File: config.mk
export PLATFORM = sky130hd
export DESIGN_NAME = mem_byte_sequencer
export DESIGN_NICKNAME = d
export VERILOG_FILES = /design/src/rtl/mem_byte_sequencer.sv
export SDC_FILE = /design/constraint.sdc
export NUM_CORES = 1
export LEC_CHECK = 0
export CAP_MARGIN = 0
export CORE_MARGIN = 1.5
export CORE_UTILIZATION = 28
export CTS_CLUSTER_DIAMETER = 200
export DETAILED_ROUTE_END_ITERATION = 12
export PLACE_DENSITY_LB_ADDON = 0.15
export SLEW_MARGIN = 20
export SYNTH_ARGS = -nofsm -noshare
export SYNTH_HDL_FRONTEND = slang
export SYNTH_SLANG_ARGS = --single-unit
File: constraint.sdc
create_clock -name clk -period 1.6 [get_ports clk]
set_input_delay 0.32 -clock clk [delete_from_list [all_inputs] [get_ports clk]]
set_output_delay 0.32 -clock clk [all_outputs]
set_load 0.02 [all_outputs]
File: src/rtl/mem_byte_sequencer.sv
// Byte-serial data-memory sequencer for the MEM stage: turns byte/word load/store
// requests into single-byte RAM accesses, stalls the pipeline meanwhile, assembles loads.
module mem_byte_sequencer #(
    parameter int ADDR_W = 8
) (
    input  logic              clk,
    input  logic              R,
    input  logic              req_valid,
    input  logic              req_rw,
    input  logic              req_size,
    input  logic [ADDR_W-1:0] req_addr,
    input  logic [31:0]       req_wdata,
    output logic              mem_e,
    output logic              mem_rw,
    output logic [ADDR_W-1:0] mem_addr,
    output logic [7:0]        mem_wdata,
    input  logic [7:0]        mem_rdata,
    output logic              busy,
    output logic              done,
    output logic              err,
    output logic [31:0]       rdata
);
    localparam logic [1:0] S_IDLE = 2'd0;
    localparam logic [1:0] S_XFER = 2'd1;
    localparam logic [1:0] S_DONE = 2'd2;

    logic [1:0]        state_q, state_d;
    logic [1:0]        cnt_q, cnt_d;
    logic [ADDR_W-1:0] addr_q, addr_d;
    logic [31:0]       wdata_q, wdata_d;
    logic              rw_q, rw_d;
    logic              size_q, size_d;
    logic [31:0]       acc_q, acc_d;
    logic [31:0]       rdata_q, rdata_d;

    logic idle_req;
    logic misaligned;
    logic in_xfer;
    logic last_byte;
    logic [7:0] word_byte;

    // Request-derived strobes are gated by R so every output drops the instant reset asserts.
    assign idle_req   = R && (state_q == S_IDLE) && req_valid;
    assign misaligned = req_size && (req_addr[1:0] != 2'b00);
    assign in_xfer    = (state_q == S_XFER);
    assign last_byte  = size_q ? (cnt_q == 2'd3) : 1'b1;

    always_comb begin
        word_byte = 8'h00;
        case (cnt_q)
            2'd0:    word_byte = wdata_q[31:24];
            2'd1:    word_byte = wdata_q[23:16];
            2'd2:    word_byte = wdata_q[15:8];
            default: word_byte = wdata_q[7:0];
        endcase
    end

    always_comb begin
        mem_e     = in_xfer;
        mem_rw    = in_xfer && rw_q;
        mem_addr  = in_xfer ? (addr_q + ADDR_W'(cnt_q)) : '0;
        mem_wdata = (in_xfer && rw_q) ? (size_q ? word_byte : wdata_q[7:0]) : 8'h00;
        busy      = (idle_req && !misaligned) || in_xfer;
        err       = idle_req && misaligned;
        done      = err || (state_q == S_DONE);
        if (err)
            rdata = 32'h0;
        else if ((state_q == S_DONE) && !rw_q)
            rdata = acc_q;
        else
            rdata = rdata_q;
    end

    always_comb begin
        state_d = state_q;
        cnt_d   = cnt_q;
        addr_d  = addr_q;
        wdata_d = wdata_q;
        rw_d    = rw_q;
        size_d  = size_q;
        acc_d   = acc_q;
        rdata_d = rdata_q;
        case (state_q)
            S_IDLE: begin
                if (req_valid) begin
                    if (misaligned) begin
                        rdata_d = 32'h0;
                    end else begin
                        addr_d  = req_addr;
                        wdata_d = req_wdata;
                        rw_d    = req_rw;
                        size_d  = req_size;
                        cnt_d   = 2'd0;
                        acc_d   = 32'h0;
                        state_d = S_XFER;
                    end
                end
            end
            S_XFER: begin
                // Big-endian: first byte fetched ends up in the top byte after four shifts.
                if (!rw_q)
                    acc_d = {acc_q[23:0], mem_rdata};
                if (last_byte)
                    state_d = S_DONE;
                else
                    cnt_d = cnt_q + 2'd1;
            end
            S_DONE: begin
                if (!rw_q)
                    rdata_d = acc_q;
                state_d = S_IDLE;
            end
            default: state_d = S_IDLE;
        endcase
    end

    always_ff @(posedge clk or negedge R) begin
        if (!R) begin
            state_q <= S_IDLE;
            cnt_q   <= 2'd0;
            addr_q  <= '0;
            wdata_q <= 32'h0;
            rw_q    <= 1'b0;
            size_q  <= 1'b0;
            acc_q   <= 32'h0;
            rdata_q <= 32'h0;
        end else begin
            state_q <= state_d;
            cnt_q   <= cnt_d;
            addr_q  <= addr_d;
            wdata_q <= wdata_d;
            rw_q    <= rw_d;
            size_q  <= size_d;
            acc_q   <= acc_d;
            rdata_q <= rdata_d;
        end
    end
endmodule

* Word level (Yosys, flattened, before mapping)
Cells that the tools add are included.
** Word-level totals
- Register bits :: 110
** Operators by class
- Add/sub/neg operators :: 2
- Equal/unequal tests :: 12
- Mux-type cells :: 23
- Bitwise gates (word level) :: 1
- Reductions and logical operators :: 21
** Operators by type and width (count)
- 32-bit 2-to-1 mux :: 8
- 32-bit case mux with 2 select lines :: 2
- 8-bit 2-to-1 mux :: 3
- 8-bit case mux with 3 select lines :: 1
- 2-bit 2-to-1 mux :: 6
- 2-bit inequality test (second input constant) :: 6
- 4-bit AND reduction :: 3
- 8-bit by 2-bit adder with 8-bit output :: 1
- 2-bit case mux with 2 select lines :: 2
- 1-bit logical AND :: 7
- 2-bit == test (second input constant) :: 3
- 3-bit AND reduction :: 2
- 2-bit nonzero test :: 3
- 2-bit by 1-bit == test with 1-bit output (second input constant) :: 2
- 2-bit logical NOT :: 2
- 2-bit by 1-bit adder with 2-bit output (second input constant) :: 1
- 1-bit logical NOT :: 2
- 1-bit logical OR :: 2
- 2-bit by 1-bit inequality test with 1-bit output (second input constant) :: 1
- 1-bit 2-to-1 mux :: 1
- 1-bit inverter :: 1

* Logic depth before layout (Yosys ltp)
Gate-level depths: netlist of the first run.
- Depth in word-level cells :: 5
- Gate-level depth with buffers :: 6
- Gate-level depth less buffers :: 5

* Worst setup path after synthesis of the first run
Ideal clock, no wire load.
- Kind :: reg-to-output
- Start point :: register cnt_q[1]
- End point :: output mem_wdata[0]
- Arrival time :: 1.624 ns
- Required time :: 1.280 ns
- Setup slack :: -0.344 ns
- Cell stages (with the launch flop) :: 6
- Cell sequence :: dfrtp_1 -> ha_1 -> nor2b_1 -> clkbuf_1 -> nor2_1 -> a211oi_1
** On the way
- Word-level cells in the longest chain between the ends :: 4
** RTL lines
- start, declared :: line 28 : logic [1:0] cnt_q, cnt_d;
- start signal, assigned :: line 129 : cnt_q <= cnt_d;
- 2-bit == test, or another cell as far along :: line 50 : case (cnt_q)
- 8-bit case mux with 3 select lines (*) :: line 50
- 8-bit 2-to-1 mux (*) (2 in series) :: line 62 : mem_wdata = (in_xfer && rw_q) ? (size_q ? word_byte : wdata_q[7:0]) : 8'h00;
- end, declared :: line 16 : output logic [7:0] mem_wdata,
Mark *: on every way between the ends. The rest lies on a longest branch, timed or not.

* Final worst setup path of the first run
- Start point :: register cnt_q[0]
- End point :: output mem_addr[6]
** On the way
- Word-level cells in the longest chain between the ends :: 2
** RTL lines
- 8-bit by 2-bit adder with 8-bit output :: line 61 : mem_addr = in_xfer ? (addr_q + ADDR_W'(cnt_q)) : '0;
- 8-bit 2-to-1 mux :: line 61
- end, declared :: line 15 : output logic [ADDR_W-1:0] mem_addr,
No other way between the ends.

==> flow_metrics.tcl, run 1 <==
set metrics [dict create \
    finalSetupViolations 161 \
    synthCells 467 \
    report.final.slew_viol_count 0 \
    async_reset_ff_share_pct 100 \
    synth_edf_count 0 \
    synth_nets 527 \
    ys_seq_elements 110 \
    hold_violations 0 \
    drtIter0Drc 151 \
    timing.slew.headroom_pct 42.9 \
    drive_gt1_share_pct 59.1 \
    placed_area_um2 7870 \
    swShare_pct 37.8 \
    cp.required_ns 1.28 \
    clock_sinks 110 \
    startpoint_type "flop" \
    vias_per_cell 4.92 \
    worstSkewPairLatency_ns 0.36 \
    synth_ff_type "dfrtp_1" \
    fin_tns_setup_ns -59.16 \
    p_leak_nw 4.14 \
    firstDrtPassIters 4 \
    vias 4596 \
    wire_per_inst_um 19.1 \
    cts_tree "yes" \
    root_buffer "clkbuf_16" \
    worstPathArrival_ns 1.95 \
    timing.hold.ws_ns 0.202 \
    port_buffers 105 \
    die_w_um 138 \
    pwr-share-seq_pct 27.3 \
    crit_fanout 4 \
    finalInstanceArea_um2 9750 \
    final_antenna_net_count 0 \
    cts-buffers-inserted 9 \
    intPower_mw 10.8 \
    nNetsFinal 762 \
    syn2layout_area_growth_pct 90.9 \
    endpoint_kind "output pin" \
    wirelength_um 17800 \
    yosysWarnings 0 \
    failed_checks "negative setup slack" \
    critPathKind "flop to output pin" \
    die_h_um 138 \
    final_common_cell "dfrtp_1" \
    synth.distinct_cells 42 \
    fin_util_pct 54.4 \
    period_needed_ns 2.27 \
    gp_congestion 0.806 \
    track_usage_pct 19.0 \
    hold_path_class "primary input to asynchronous set/reset pin" \
    rsz0062_at_grt "true" \
    grt_first_pass_wirelength_um 28700 \
    final_cell_mix "dfrtp_1, buf_4, buf_6, nand2_1, clkdlybuf4s50_1" \
    dieArea_um2 19100 \
    postLayoutSetupSlackWorst_ns -0.675 \
    skew_ns 0.00711 \
    fmax_mhz 440 \
    syn_area_um2 5100 \
    dpl.hpwl_um 10200 \
    antenna_found_initial 2 \
    drv_cap 0 \
    num_antenna_cells 0 \
    drc 0 \
    ir_worst_vdd_uv 807 \
    cts_hold_buf 0 \
    p_clk_share_pct 13.1 \
    core_area_um2 17900 \
    place_inst 856 \
    tightestPinTransition_ns 0.856 \
    fp-row-count 49 \
    io_pins 106 \
    finalCritPeriodShare_pct 142 \
    grt_pass1_vias 5177 \
    grt_max_degree 65 \
    clockBufferDepth 2 \
    ys_seq_area_share_pct 53.9 \
    status "finished, violations left" \
    start_util_pct 28.5 \
    p_switching_mw 6.58 \
    htree_levels 3 \
    fin_cells 935 \
    syn_avg_cell_area_um2 10.9 \
    overflow 0 \
    clk_pin_slew_ns 0.07 \
    pwr-share-comb_pct 59.6 \
    p_per_area_nw_per_um2 1790 \
]
-- worst paths after layout --
| check | to | start | cells after the start | slack, ns |
|---|---|---|---|---|
| worst max-delay path | mem_addr[6] | cnt_q[0]$_DFFE_PN0P_ | 7 | -0.67 |
| worst min-delay path | addr_q[7]$_DFFE_PN0P_ | R | 3 | 0.20 |
| worst max register to register | wdata_q[11]$_DFFE_PN0P_ | state_q[1]$_DFFE_PN0P_ | 8 | -0.43 |
| worst min register to register | wdata_q[8]$_DFFE_PN0P_ | wdata_q[8]$_DFFE_PN0P_ | 1 | 0.52 |
| max in group asynchronous | acc_q[5]$_DFFE_PN0P_ | R | 3 | 0.73 |
| min in group clk | addr_q[0]$_DFFE_PN0P_ | req_addr[0] | 2 | 0.36 |
-- flip-flops by register name (all words and copies together), names as in the netlist --
signal / flops
rdata_q: 32
state_q: 2
wdata_q: 32
rw_q: 1
acc_q: 32
cnt_q: 2
addr_q: 8
size_q: 1
-- power by group through the flow --
stage	logic, mW	clock network (mW)	registers, mW
floorplan	4.44	0	4.68
global placement	7.46	0	4.68
detailed placement	7.58	0	4.71
CTS	9.59	2.35	4.71
global route	11.0	2.46	4.89
finish	10.4	2.28	4.76
-- synthesized netlist by cell type (2+ instances only) --
master,n,share of area [%]
a222oi_1,8,1.6
nor3b_1,2,0.29
nor2_1,11,0.81
and2_1,2,0.25
o2bb2ai_1,32,5.5
buf_4,3,0.44
or3b_2,2,0.34
dfrtp_1,110,54
a21o_1,2,0.29
o21ai_0,6,0.59
a211oi_1,8,1.2
buf_1,5,0.37
or3_1,3,0.37
clkbuf_1,16,1.2
a22o_1,32,5.5
a21oi_1,37,3.6
ha_1,6,1.5
mux2_2,39,8.6
mux2_1,2,0.44
nand3_1,4,0.39
inv_1,7,0.51
buf_2,10,0.98
buf_6,4,0.88
nand2_1,98,7.2
-- per-layer routing --
metal,part of all wire [%],vias up,track usage (%)
li1,-,2135,-
met1,43,2344,23.1
met2,52,94,33.5
met3,4.5,21,4.85
met4,1.2,2,4.71
met5,0.084,-,0
-- stage by stage --
step | setup WS, ns | total power [mW]
floorplan | -0.143 | 9.12
global placement | -0.900 | 12.1
detailed placement | -0.917 | 12.3
CTS | -0.728 | 16.6
global route | -0.770 | 18.4
finish | -0.675 | 17.4
-- cell families (layout without fill, tap and decap cells) --
logic type | count (synthesis) | count (layout) | synth area share (%)
simple gates | 131 | 131 | 11.1
compound gates | 129 | 129 | 19.0
flops | 110 | 110 | 53.9
buf+inv | 47 | 286 | 4.73
mux | 41 | 41 | 9.04
fa+ha+maj | 7 | 7 | 1.86
xor+xnor | 2 | 2 | 0.343
-- layout make-up --
class / count / area, um2
Clock inverter: 4 / 55.1
Multi-Input combinational cell: 310 / 3400
Fill cell: 1521 / 8160
Timing Repair Buffer: 263 / 2980
Inverter: 8 / 40.0
Sequential cell: 110 / 2760
Clock buffer: 11 / 233
Tap cell: 229 / 287
-- worst max-delay path, stage by stage (launching register included) --
cell	delay [ns]
dfrtp_2	0.47
ha_4	0.17
fa_2	0.22
buf_6	0.10
inv_4	0.03
or3_4	0.33
a21oi_4	0.14
buf_6	0.13
-- timing repair --
item,CTS,global route
cloned,14,2
pin swaps,28,33
setup buffers,44,21
setup endpoints to repair,161,161
gates resized for setup,411,106
Power figures use the tool's default switching activity.
==> inputs of run 2 (changes only) <==
Settings changed: CTS_CLUSTER_SIZE set to 30.
==> results of run 2 <==
Final layout, timing and power as in run 1 (identical DEF).
